`src/rtl/cursor_pkg.sv`:
```
// Shared types, widths and the clamp helper for the cursor position controller.
package cursor_pkg;

    localparam int CUR_W = 11;

    typedef enum logic [1:0] {
        IDLE   = 2'd0,
        HOLD   = 2'd1,
        REPEAT = 2'd2
    } rep_state_t;

    // Signed 12-bit compare so a negative candidate pins to lo instead of wrapping.
    function automatic logic [CUR_W-1:0] clamp_axis(
        input logic signed [CUR_W:0] value,
        input logic signed [CUR_W:0] lo,
        input logic signed [CUR_W:0] hi
    );
        if (value < lo) begin
            return lo[CUR_W-1:0];
        end else if (value > hi) begin
            return hi[CUR_W-1:0];
        end else begin
            return value[CUR_W-1:0];
        end
    endfunction

endpackage

```
`src/rtl/cursor_repeat_timer.sv`:
```
// Key auto-repeat FSM: decides on each frame_start whether the cursor takes a step.
module cursor_repeat_timer
    import cursor_pkg::*;
#(
    parameter int HOLD_FRAMES   = 15,
    parameter int REPEAT_FRAMES = 3
) (
    input  logic       clk,
    input  logic       reset,
    input  logic       frame_start,
    input  logic [3:0] dv,
    output logic       step_now
);

    localparam logic [1:0] ST_IDLE   = 2'(IDLE);
    localparam logic [1:0] ST_HOLD   = 2'(HOLD);
    localparam logic [1:0] ST_REPEAT = 2'(REPEAT);

    localparam int MAX_FRAMES = (HOLD_FRAMES > REPEAT_FRAMES) ? HOLD_FRAMES : REPEAT_FRAMES;
    localparam int CNT_W      = $clog2(MAX_FRAMES + 1);

    logic [1:0]       state, next_state;
    logic [CNT_W-1:0] cnt, next_cnt;
    logic [3:0]       pv;

    always_comb begin
        next_state = state;
        next_cnt   = cnt;
        step_now   = 1'b0;
        if (frame_start) begin
            case (state)
                ST_IDLE: begin
                    if (dv != 4'd0) begin
                        step_now   = 1'b1;
                        next_state = ST_HOLD;
                        next_cnt   = '0;
                    end
                end
                ST_HOLD: begin
                    if (dv == 4'd0) begin
                        next_state = ST_IDLE;
                        next_cnt   = '0;
                    end else if (dv != pv) begin
                        step_now = 1'b1;
                        next_cnt = '0;
                    end else if (cnt == CNT_W'(HOLD_FRAMES - 1)) begin
                        step_now   = 1'b1;
                        next_state = ST_REPEAT;
                        next_cnt   = '0;
                    end else begin
                        next_cnt = cnt + CNT_W'(1);
                    end
                end
                ST_REPEAT: begin
                    if (dv == 4'd0) begin
                        next_state = ST_IDLE;
                        next_cnt   = '0;
                    end else if (dv != pv) begin
                        step_now   = 1'b1;
                        next_state = ST_HOLD;
                        next_cnt   = '0;
                    end else if (cnt == CNT_W'(REPEAT_FRAMES - 1)) begin
                        step_now = 1'b1;
                        next_cnt = '0;
                    end else begin
                        next_cnt = cnt + CNT_W'(1);
                    end
                end
                default: begin
                    next_state = ST_IDLE;
                    next_cnt   = '0;
                end
            endcase
        end
    end

    always_ff @(posedge clk or posedge reset) begin
        if (reset) begin
            state <= ST_IDLE;
            cnt   <= '0;
            pv    <= 4'd0;
        end else begin
            state <= next_state;
            cnt   <= next_cnt;
            if (frame_start) begin
                pv <= dv;
            end
        end
    end

endmodule

```
`src/rtl/cursor_position_ctrl.sv`:
```
// Cursor position for the VGA overlay: key auto-repeat plus absolute sets, clamped
// inside the border and committed only on frame_start.
module cursor_position_ctrl
    import cursor_pkg::*;
#(
    parameter int W             = 640,
    parameter int H             = 480,
    parameter int STEP          = 1,
    parameter int HOLD_FRAMES   = 15,
    parameter int REPEAT_FRAMES = 3
) (
    input  logic             clk,
    input  logic             reset,
    input  logic             frame_start,
    input  logic             dir_up,
    input  logic             dir_down,
    input  logic             dir_left,
    input  logic             dir_right,
    input  logic             set_valid,
    input  logic [CUR_W-1:0] set_x,
    input  logic [CUR_W-1:0] set_y,
    output logic             set_ready,
    output logic [CUR_W-1:0] cursorX,
    output logic [CUR_W-1:0] cursorY,
    output logic             moved
);

    localparam logic signed [CUR_W:0] X_MIN  = (CUR_W+1)'(2);
    localparam logic signed [CUR_W:0] X_MAX  = (CUR_W+1)'(W - 4);
    localparam logic signed [CUR_W:0] Y_MIN  = (CUR_W+1)'(2);
    localparam logic signed [CUR_W:0] Y_MAX  = (CUR_W+1)'(H - 2);
    localparam logic signed [CUR_W:0] STEP_S = (CUR_W+1)'(STEP);

    logic             go_right, go_left, go_down, go_up;
    logic [3:0]       dv;
    logic             step_now;
    logic signed [CUR_W:0] step_dx, step_dy;
    logic [CUR_W-1:0] step_x, step_y;
    logic [CUR_W-1:0] set_cx, set_cy;
    logic             pend_valid;
    logic [CUR_W-1:0] pend_x, pend_y;

    // Opposite keys cancel, so each axis contributes at most one active bit.
    assign go_right = dir_right & ~dir_left;
    assign go_left  = dir_left  & ~dir_right;
    assign go_down  = dir_down  & ~dir_up;
    assign go_up    = dir_up    & ~dir_down;
    assign dv       = {go_right, go_left, go_down, go_up};

    assign step_dx = go_right ? STEP_S : (go_left ? -STEP_S : '0);
    assign step_dy = go_down  ? STEP_S : (go_up   ? -STEP_S : '0);

    assign step_x = clamp_axis($signed({1'b0, cursorX}) + step_dx, X_MIN, X_MAX);
    assign step_y = clamp_axis($signed({1'b0, cursorY}) + step_dy, Y_MIN, Y_MAX);
    assign set_cx = clamp_axis($signed({1'b0, set_x}), X_MIN, X_MAX);
    assign set_cy = clamp_axis($signed({1'b0, set_y}), Y_MIN, Y_MAX);

    assign set_ready = ~frame_start;

    cursor_repeat_timer #(
        .HOLD_FRAMES  (HOLD_FRAMES),
        .REPEAT_FRAMES(REPEAT_FRAMES)
    ) u_timer (
        .clk        (clk),
        .reset      (reset),
        .frame_start(frame_start),
        .dv         (dv),
        .step_now   (step_now)
    );

    // A pending set wins over a step; the timer still advances either way.
    always_ff @(posedge clk or posedge reset) begin
        if (reset) begin
            cursorX    <= CUR_W'(W / 2);
            cursorY    <= CUR_W'(H / 2);
            moved      <= 1'b0;
            pend_valid <= 1'b0;
            pend_x     <= '0;
            pend_y     <= '0;
        end else begin
            moved <= 1'b0;
            if (set_valid && set_ready) begin
                pend_valid <= 1'b1;
                pend_x     <= set_cx;
                pend_y     <= set_cy;
            end
            if (frame_start) begin
                if (pend_valid) begin
                    cursorX    <= pend_x;
                    cursorY    <= pend_y;
                    pend_valid <= 1'b0;
                    moved      <= (pend_x != cursorX) || (pend_y != cursorY);
                end else if (step_now) begin
                    cursorX <= step_x;
                    cursorY <= step_y;
                    moved   <= (step_x != cursorX) || (step_y != cursorY);
                end
            end
        end
    end

endmodule

```
`config.mk`:
```
export PLATFORM = sky130hd
export DESIGN_NAME = cursor_position_ctrl
export DESIGN_NICKNAME = d
export VERILOG_FILES = /design/src/rtl/cursor_pkg.sv /design/src/rtl/cursor_repeat_timer.sv /design/src/rtl/cursor_position_ctrl.sv
export SDC_FILE = /design/constraint.sdc
export NUM_CORES = 1
export LEC_CHECK = 0
export ABC_AREA = 1
export CORE_MARGIN = 1.5
export CORE_UTILIZATION = 44
export CTS_CLUSTER_DIAMETER = 50
export DETAILED_ROUTE_END_ITERATION = 7
export PLACE_DENSITY = 0.64
export SETUP_SLACK_MARGIN = 0.3
export SYNTH_ARGS = -nofsm -noshare
export SYNTH_HDL_FRONTEND = slang
export SYNTH_SLANG_ARGS = --single-unit
```
`constraint.sdc`:
```
create_clock -name clk -period 2.9 [get_ports clk]
set_input_delay 0.725 -clock clk [delete_from_list [all_inputs] [get_ports clk]]
set_output_delay 0.725 -clock clk [all_outputs]
set_load 0.005 [all_outputs]
```
==> impl_metrics.csv <==
group,metric,value,unit
routing,routed_wl,18.52,mm
timing,holdWs,511.5,ps
placement,io_buffers,53,
timing,fin_skew,7.311,ps
global_routing,grt_max_degree,57,
clock_network,cts.sinks,56,
layout,area_delta_synth_final,54.08,%
power_and_ir_drop,cellPowerDensity,895.9,nW/µm²
status,status,"complete, but fails checks",
timing,worstMarginPinSlew,609.9,ps
floorplan,die_w,111.3,µm
worst_setup_path,cp_data_arrival_time,3530,ps
global_routing,grt.total_usage,0.2868,
placement,hpwl,13.39,mm
layout,num-fill-cells,972,
synthesis,syn_nets,900,
run,max-cap-violations,0,
worst_setup_path,worstSetupStartpoint,"dir_left",
layout,multi_input_area,3876,µm²
worst_setup_path,reg2reg_from,"cursorY[2]",
worst_setup_path,endpoint_kind,"register",
worst_setup_path,worstReg2RegEnd,"moved",
timing,finalSetupViolCount,11,
synthesis,syn_area_per_cell,6.051,µm²
timing,rsz0062_at_grt,"true",
worst_setup_path,critical_path_class,"input port to register",
synthesis,async_reset_ff_frac,1.000,
timing,slew_violations,0,
worst_setup_path,critPathMaxFanout,6,
synthesis,synth.top_cell.area_share,0.2424,
worst_setup_path,reg2reg_depth,20,
routing,drc,0,
layout,fin_area,7953,µm²
floorplan,io_pins,54,
routing,drtIter0Drc,506,
timing,fin_crit_sh,1.160,
synthesis,yosysWarningCount,0,
synthesis,synth_area_leaders,"dfrtp_1 (24%), nand2_1 (21%), inv_1 (8.1%)",
timing,setup_ws,-462.9,ps
timing,hold_viol_final,0,
power_and_ir_drop,switching_share,0.4662,
placement,place_area,6873,µm²
power_and_ir_drop,p_seq_frac,0.190,
synthesis,synthDistinctLibCells,37,
timing,period_needed,3363,ps
synthesis,synth_top_area_cell,"dfrtp_1",
clock_network,numCtsBuffers,5,
synthesis,synth_area,5161,µm²
global_routing,grt_pass1_wl,29.14,mm
floorplan,coreArea,11420,µm²
routing,first_pass_iters,7,
layout,drive_above_1_share,0.3428,
global_routing,grt_pass1_vias,6115,
synthesis,synth_seq_cells,56,
timing,max_freq,297.4,MHz
power_and_ir_drop,p_clk_frac,0.095,
power_and_ir_drop,irDropWorstVdd,452.9,µV
placement,place.gp.congestion,0.9274,
floorplan,dieHeight,111.3,µm
floorplan,initial_core_util,0.4520,
routing,final_antenna_net_count,0,
power_and_ir_drop,p_leak,3.940,nW
global_routing,overflow,0,
power_and_ir_drop,power.internal,0.003803,W
routing,routed_via_density,5.380,
layout,diodes,0,
floorplan,row_count,39,
worst_setup_path,worstPathRequired,3060,ps
clock_network,cts_root_buffer,"clkbuf_16",
synthesis,syn_inst,853,
routing,wl_per_cell,15.48,µm
synthesis,synth_edf_count,0,
hold_path,min_path_type,"register to register",
synthesis,ys_seq_area_frac,0.2730,
status,failed_checks,"negative setup slack",
routing,vias,6434,
clock_network,clk_pin_slew,70,ps
worst_setup_path,endpoint,"moved",
synthesis,synthFlopType,"dfrtp_1",
clock_network,cts.path.max_buffers,2,
layout,nets,1099,
worst_setup_path,regToRegSetupSlack,-110,ps
power_and_ir_drop,power.switching,0.003321,W
clock_network,htree_levels,2,
global_routing,antenna_found_initial,0,
clock_network,worstSkewPairLatency,290,ps
timing,slew_headroom,0.5930,
layout,regArea,1409,µm²
floorplan,dieArea,12390,µm²
clock_network,cts_tree,"built",
power_and_ir_drop,pwr-share-comb,0.715,
worst_setup_path,critPathLaunchType,"input port",
==> cells in the final DEF (no fill, tap or decap), types with 19 or more instances in the layout <==
master             n
buf_4            131
buf_6             26
clkdlybuf4s50_1   49
dfrtp_1           50
inv_1             95
nand2_1          230
nand2_2           59
nand2_4           20
nand3_1           61
nor2_1            43
nor2_2            19
o21ai_0           55
==> cell families after synthesis <==
logic type | Yosys count | synth area share
adders and majority gates | 17 | 0.04121
xor gates and xnor gates | 15 | 0.02836
AOI/OAI and AO/OA | 142 | 0.1510
buffers and inverters | 143 | 0.1164
and+or+nand+nor | 480 | 0.3901
DFF | 56 | 0.2730
==> how the worst min path moves through the flow <==
stage,start,slack (ps),cells past startpoint,to
after floorplan,u_timer.pv[3],460,2,u_timer.pv[3]
after global placement,u_timer.pv[1],480,2,u_timer.pv[1]
after detailed placement,u_timer.pv[3],500,2,u_timer.pv[3]
after CTS,u_timer.pv[3],510,2,u_timer.pv[3]
after global routing,u_timer.pv[1],530,2,u_timer.pv[1]
final,u_timer.pv[1],510,2,u_timer.pv[1]
==> sequential cells by signal, summed over array words and instances (netlist names) <==
signal / cells
cursorX: 11
cursorY: 11
pend_x: 11
pend_y: 11
u_timer.cnt: 4
u_timer.pv: 4
u_timer.state: 2
moved: 1
pend_valid: 1
==> cells in the mapped netlist, types with 2 or more instances <==
library cell  count
a31oi_1           2
xor2_1            9
xor2_2            2
o21ai_1           4
nor4_1            5
buf_6             7
o21ai_0          71
nor2_2            6
a22oi_1           2
nor2_1           65
dfstp_2           6
xnor2_1           4
clkinv_1          4
nand4_1           7
buf_4             2
nand3_1          81
o22ai_1          19
nand2_2          16
nor3_1            6
o2111ai_1         4
a221oi_1          2
o21bai_1          3
clkbuf_1         11
inv_2             5
ha_1             17
nand2_1         291
dfrtp_1          50
o31ai_1           2
a21oi_1          32
inv_1           111
==> final cells by class <==
type,instances,area share
Multi-Input combinational cell,657,0.4874
Timing Repair Buffer,211,0.2303
Sequential cell,56,0.1772
Inverter,121,0.06215
Tap cell,143,0.02250
Clock buffer,7,0.01668
Clock inverter,1,0.003776
==> power by group through the flow <==
stage / registers (W) / clock network (W) / logic [W]
floorplan: 0.00124 / 0 / 0.00212
global placement: 0.00133 / 0 / 0.00385
detailed placement: 0.00133 / 0 / 0.00388
CTS: 0.00132 / 0.000687 / 0.00449
global route: 0.00137 / 0.000724 / 0.00550
finish: 0.00135 / 0.000676 / 0.00510
==> layer usage <==
metal	global-route usage	routed length (µm)	vias to the layer above
met3	0.03554	1072	51
met5	0	0	-
met1	0.3963	8368	2995
met4	0.09789	602	0
li1	-	-	3144
met2	0.4663	8476	244
==> critical path, cell delays in order <==
cell	delay (ps)
buf_6	90
buf_6	120
ha_4	190
buf_6	140
nor2_4	90
nor2_4	50
ha_4	150
a21oi_4	120
inv_2	80
nand3_2	70
nand2_2	70
nand2_2	60
nand2_1	50
nand2_1	70
nand2_2	80
nor2_4	160
nand3_2	110
nand2_4	120
nand2_4	90
buf_4	140
nand3_1	70
nand2_1	80
nor2_1	130
nand2_1	90
nor2_2	110
nand3_1	80
nand2_1	110
a21oi_2	50
==> repair_timing <==
action | 4_1_cts | 5_1_grt
hold endpoints to repair | 0 | 0
pin swaps | 52 | 60
setup endpoints to repair | 30 | 23
buffers inserted | 18 | 17
gates cloned | 3 | 0
gates resized for setup | 114 | 93
hold buffers | 0 | 0
==> through the flow <==
step | std cells | TNS (ps) | power (W) | utilization | setup WS (ps)
2_1_floorplan | 853 | -140.6 | 0.003364 | - | -140.6
3_3_place_gp | 1150 | -15900 | 0.005180 | 0.6019 | -989.4
3_5_place_dp | 1150 | -17230 | 0.005213 | 0.6019 | -1049
4_1_cts | 1179 | -524.1 | 0.006505 | 0.6571 | -277.3
5_1_grt | 1196 | -3185 | 0.007597 | 0.6965 | -576.6
6_report | 1196 | -1410 | 0.007124 | 0.6965 | -462.9
No activity file was read; power rests on OpenSTA's default activity.
==> patch 1 (same flow settings) <==
`HOLD_FRAMES` is set to 15 in 2 places; all go to 30.
--- a/src/rtl/cursor_repeat_timer.sv
+++ b/src/rtl/cursor_repeat_timer.sv
@@ -3,5 +3,5 @@
     import cursor_pkg::*;
 #(
-    parameter int HOLD_FRAMES   = 15,
+    parameter int HOLD_FRAMES   = 30,
     parameter int REPEAT_FRAMES = 3
 ) (
--- a/src/rtl/cursor_position_ctrl.sv
+++ b/src/rtl/cursor_position_ctrl.sv
@@ -7,5 +7,5 @@
     parameter int H             = 480,
     parameter int STEP          = 1,
-    parameter int HOLD_FRAMES   = 15,
+    parameter int HOLD_FRAMES   = 30,
     parameter int REPEAT_FRAMES = 3
 ) (
Formal check against the unedited RTL: same outputs for any inputs over 4 cycles, from zero or initial values and one cycle with reset high; that may be too few to reach the edited logic, so the function may still have changed.
==> patch 1 against the original RTL <==
  * The flow still finishes with violations (negative setup slack)
  * Sequential cell count rose by 1
  * Combinational power is 10% higher
  * Power up 13%
  * Final area is 8.7% higher
  * Clock power grew 58%
  * Area after synthesis increased by 3.1%
  * Utilization is 4.8 points higher
  * Die area up 3.0%
  * Critical path type unchanged
  * Largest power group unchanged
  * Setup slack improved by 0.040 ns
  * First-iteration DRC count rose by 12%
  * Via count is 5.3% higher
  * Wire length grew 12%
==> patch 1: results (changes against the original RTL) <==
** Timing
- The worst clock skew was 0.0133 ns (+0.00595 ns).
- Slack of the critical path :: -0.423 ns (+0.0396 ns)
- Slew headroom :: 0.598 (+0.00493)
- The final total negative setup slack was -2.53 ns (-1.13 ns).
- Post-Route Hold Slack :: 0.525 ns (+0.0140 ns)
- The final setup violation count came to 19 (+8).

** Placement
- The post-placement cell area is 7180 um2 (+4.5%).
- The final weighted congestion in routability-driven placement was 0.965 (+4.0%).

** Synth
- The synthesized netlist net count was 892 (-0.89%).
- Ranked by total cell area, the synthesized netlist is headed by sky130_fd_sc_hd__dfrtp_1 24%, sky130_fd_sc_hd__nand2_1 19%, sky130_fd_sc_hd__inv_1 7.3%, sky130_fd_sc_hd__nand3_1 7.1%, sky130_fd_sc_hd__o21ai_0 5.9%.
- The post-synthesis sequential area ratio came to 0.269 (-0.00351).
- XOR/XNOR Fraction of Synth Area :: 0.0470 (+0.0187)
- Compound-cell area share of the yosys netlist :: 0.145 (-0.00619)
- The commonest cells after synthesis are 274 x sky130_fd_sc_hd__nand2_1, 104 x sky130_fd_sc_hd__inv_1, 75 x sky130_fd_sc_hd__nand3_1, 66 x sky130_fd_sc_hd__nor2_1, 63 x sky130_fd_sc_hd__o21ai_0.
- Adder-Cell Fraction of Synth Area :: 0.0423 (+0.00111)
- The number of unique standard cell types used by synthesis is 43 (+16%).

** Min path
- Startpoint of the worst hold path :: pend_y[6]
- End of the worst hold path :: pend_y[6]

** Clock network
- The clock buffer count from CTS came to 9 (+4).
- CTS H-Tree Depth :: 3 (+1)

** Global routing
- Overall routing resource usage :: 0.306 (+0.0196)
- The wire length of the first global-routing pass came to 30.9 mm (+6.0%).
- The routing usage on met3 came to 0.0348 (-0.000723).
- The met2 usage in global routing came to 0.505 (+0.0390).
- The largest net degree at the start of global routing was 28 (-51%).

** Final layout
- Count of nets after finishing :: 1127 (+2.5%)
- Count of fill cells added during filler insertion :: 863 (-11%)
- The share of layout cells above drive strength 1 was 0.398 (+0.0548).

** Power
- Worst vdd rail ir drop :: 0.435 mV (-3.9%)
- The reported leakage power was 0.00424 uW (+7.7%).

** Route
- Wire length on met2 :: 9.94 mm (+17%)
- Vias/cell :: 5.52 (+2.7%)
- Overall via count from detail_route :: 6776 (+5.3%)
- 1st-pass router iterations :: 5 (-2)
- The per-cell routed wire length is 16.9 um (+8.8%).

** Setup path
- The delay of the slowest critical-path stage is 0.27 ns (+0.08 ns).

** Run status
- The final reports fail on negative setup slack.
- Result of the run :: finished, violations left
==> patch 1: cell count changes in the layout (fill, tap and decap cells not counted), moves of 4 or more <==
cell	change
sky130_fd_sc_hd__nor2_4	+5
sky130_fd_sc_hd__buf_4	+26
sky130_fd_sc_hd__xor2_4	+4
sky130_fd_sc_hd__o21ai_0	-9
sky130_fd_sc_hd__o22ai_1	+4
sky130_fd_sc_hd__nand3b_1	+4
sky130_fd_sc_hd__nand3_1	-4
sky130_fd_sc_hd__clkbuf_16	+4
sky130_fd_sc_hd__nor3_2	+4
sky130_fd_sc_hd__inv_1	-5
sky130_fd_sc_hd__buf_6	+8
sky130_fd_sc_hd__nand2_2	+9
sky130_fd_sc_hd__nand2_1	-32
==> patch 1: final cells by class <==
cell class	instances	area [um2]	area share
clock buffer	11	243	0.0281
clock inverter	5	55.1	0.00637
inverter	113	467	0.0540
multi-input combinational	651	4100	0.475
sequential	57	1430	0.166
tap	143	179	0.0207
timing repair buffer	246	2160	0.250
timing repair inverter	1	7.51	0.000868
==> patch 1: logic make-up after synthesis <==
| family | Yosys count |
|---|---|
| AO/OA/AOI/OAI | 137 |
| XOR/XNOR | 23 |
| adder cells (fa/ha/maj) | 18 |
| buffers and inverters | 138 |
| flip-flops | 57 |
| AND/OR/NAND/NOR | 471 |
==> patch 1: power by group through the flow <==
stage	Sequential (uW)	Clock, uW	Combinational [uW]
after floorplan	1270	0	2240
after global placement	1310	0	4250
after detailed placement	1310	0	4280
after CTS	1320	1080	4960
after global routing	1370	1110	6030
final	1350	1070	5620
==> patch 1: what timing repair did <==
item	CTS	global route
setup endpoints to repair	29	29
gates resized for setup	158	87
gates cloned	4	0
pin swaps	70	57
setup buffers	32	13
==> patch 2 (config.mk and constraints unchanged) <==
Made on the original files. Reset style: synchronous (`reset`), changed in 2 clocked blocks.
--- a/src/rtl/cursor_repeat_timer.sv
+++ b/src/rtl/cursor_repeat_timer.sv
@@ -75,5 +75,5 @@
     end
 
-    always_ff @(posedge clk or posedge reset) begin
+    always_ff @(posedge clk) begin
         if (reset) begin
             state <= ST_IDLE;
--- a/src/rtl/cursor_position_ctrl.sv
+++ b/src/rtl/cursor_position_ctrl.sv
@@ -70,5 +70,5 @@
 
     // A pending set wins over a step; the timer still advances either way.
-    always_ff @(posedge clk or posedge reset) begin
+    always_ff @(posedge clk) begin
         if (reset) begin
             cursorX    <= CUR_W'(W / 2);
Formal check against the unedited RTL: differs if reset is asserted again (counterexample within 4 cycles, from zero or initial values and one cycle with reset high); with reset held inactive, the same outputs for 4 cycles.
==> patch 2 against the original RTL <==
  * The flow still finishes with violations (negative setup slack)
  * Non-clock buffer count grew 6
  * Wire length grew 2.5%
  * Sequential cell count stayed put
  * Largest cell class unchanged
  * Via count up 1.6%
  * Synthesized cell count is 3.3% higher
  * Critical path type unchanged
  * Final area increased by 2.8%
  * Setup slack got worse by 0.0071 ns
  * Critical path depth decreased by 2
  * Area after synthesis decreased by 1.4%
  * Highest routed layer unchanged
Power is not compared: it rests on default switching activity, and its combinational part moved more than twofold at a synthesized area within 25%.
==> patch 2: results (changes against the original RTL) <==
** Placement
- HPWL Detailed :: 13.5 mm (+1.1%)
- The post-placement cell area is 6740 um2 (-2.0%).
- The final weighted congestion in routability-driven placement came to 0.914 (-1.4%).
- Setup slack at placement :: -1.12 ns (-0.0691 ns)
- The placed cell count came to 1165 (+1.3%).

** Setup path
- Cell count of the worst reg-to-reg path :: 22 (+10%)
- Arrival time of data at the critical path endpoint :: 3.57 ns (+0.04 ns)
- The maximum fanout along the worst path was 7 (+1).
- The worst register-to-register path ends at moved.
- Launching point of the worst reg2reg path :: cursorY[1]
- The flop-to-flop setup slack is 0.04 ns (+0.15 ns).

** Run status
- Result of the run :: finished, violations left
- Violations in the final reports :: negative setup slack

** Route
- 1st-pass router iterations :: 5 (-2)
- The DRC violation total after the first TritonRoute iteration is 485 (-4.2%).
- Overall via count from detail_route :: 6537 (+1.6%)
- Vias/cell :: 5.35 (-0.48%)
- Routed WL :: 19.0 mm (+2.5%)

** Synth
- Most used DFF post-synth :: sky130_fd_sc_hd__dfxtp_1
- Share of synthesized flip-flops with an asynchronous set or reset :: 0 (-1.00)
- By area the synthesized netlist is led by sky130_fd_sc_hd__dfxtp_1 22%, sky130_fd_sc_hd__nand2_1 21%, sky130_fd_sc_hd__nand3_1 7.7%, sky130_fd_sc_hd__inv_1 7.5%, sky130_fd_sc_hd__a21oi_1 6.0%.
- The synthesized netlist net count was 928 (+3.1%).
- Part of the Yosys area used for sequential elements :: 0.220 (-0.0526)
- The mean instance size in the synthesized netlist was 5.77 um2 (-4.6%).

** Timing
- Slew headroom :: 0.374 (-0.219)
- The final setup violation count was 18 (+7).
- The setup slack after layout is -0.470 ns (-0.00714 ns).
- Post-Route Setup TNS :: -3.11 ns (-1.70 ns)
- Post-Route Hold Slack :: 0.477 ns (-0.0341 ns)

** Global routing
- The wire length of the first global-routing pass was 29.9 mm (+2.7%).
- Pin count of the biggest net entering global routing :: 39 (-32%)
- The via count of the first global-routing pass came to 6172 (+0.93%).
- Overall routing resource usage :: 0.295 (+0.00860)

** Final layout
- The share of layout cells above drive strength 1 was 0.368 (+0.0254).
- The utilization of the core after routing was 0.719 (+0.0226).
- The count of nets after finishing was 1124 (+2.3%).
- The number of fill cells in the layout was 943 (-3.0%).

** Min path
- In this run the most critical hold path is launched from pend_y[10].
patch 2: power breakdown:
group	switching [uW]	internal, uW	total [uW]	leakage [uW]
Clock	310	328	637	0.0000708
Combinational	1100	949	2050	0.00326
Sequential	96.3	831	927	0.000459
Total	1510	2110	3620	0.00379
patch 2: worst max-delay path, cell delays in order:
cell                       delay (ns)
sky130_fd_sc_hd__buf_6           0.07
sky130_fd_sc_hd__buf_6           0.11
sky130_fd_sc_hd__inv_8           0.03
sky130_fd_sc_hd__ha_4            0.19
sky130_fd_sc_hd__buf_8           0.15
sky130_fd_sc_hd__nand2_2         0.06
sky130_fd_sc_hd__inv_2           0.05
sky130_fd_sc_hd__nor2_4          0.24
sky130_fd_sc_hd__nand2_4         0.10
sky130_fd_sc_hd__nor2_1          0.15
sky130_fd_sc_hd__nand3_2         0.12
sky130_fd_sc_hd__nand4_1         0.14
sky130_fd_sc_hd__nand2_2         0.09
sky130_fd_sc_hd__nor2_4          0.19
sky130_fd_sc_hd__inv_2           0.06
sky130_fd_sc_hd__nor2_4          0.18
sky130_fd_sc_hd__nor2_4          0.10
sky130_fd_sc_hd__buf_6           0.13
sky130_fd_sc_hd__nand3b_1        0.07
sky130_fd_sc_hd__nand2_1         0.08
sky130_fd_sc_hd__nor2_1          0.10
sky130_fd_sc_hd__nand2_1         0.07
sky130_fd_sc_hd__nor2_1          0.10
sky130_fd_sc_hd__nand3_1         0.09
sky130_fd_sc_hd__nand2_1         0.09
sky130_fd_sc_hd__a21oi_2         0.05
patch 2: cell type report:
type                    instances  share of cell area
well taps                     143              0.0219
repair buffers                217               0.237
flip-flops and latches         56               0.137
clock buffers                   5              0.0153
repair inverters                2             0.00168
clock inverters                 3             0.00306
inverters                     112              0.0566
multi-input cells             683               0.527
patch 2: worst max path at each step:
stage / cells past startpoint / slack, ns / from / end
floorplan: 27 / -0.17 / dir_right / moved
global placement: 24 / -1.07 / dir_down / moved
detailed placement: 22 / -1.12 / dir_down / moved
CTS: 27 / -0.24 / dir_down / moved
global route: 26 / -0.58 / dir_down / moved
finish: 26 / -0.47 / dir_down / moved
patch 2: per-layer routing:
layer / wire length (um) / vias to the layer above / global-route usage
li1: - / 3248 / -
met1: 8580 / 3025 / 0.405
met2: 9040 / 226 / 0.482
met3: 912 / 38 / 0.0291
met4: 454 / 0 / 0.108
met5: 0 / - / 0
patch 2: cells by family after synthesis:
group           count (synthesis)  share of synthesized area
compound gates                141                      0.155
xor+xnor                       25                     0.0430
fa+ha+maj                      17                     0.0418
buf+inv                       144                      0.117
flops                          56                      0.220
simple gates                  498                      0.422
patch 2: repair_timing:
action | 4_1_cts | 5_1_grt
setup endpoints to repair | 29 | 24
cloned | 4 | 0
setup buffers | 34 | 10
gates resized for setup | 155 | 126
pin swaps | 74 | 70
hold endpoints to repair | 0 | 0
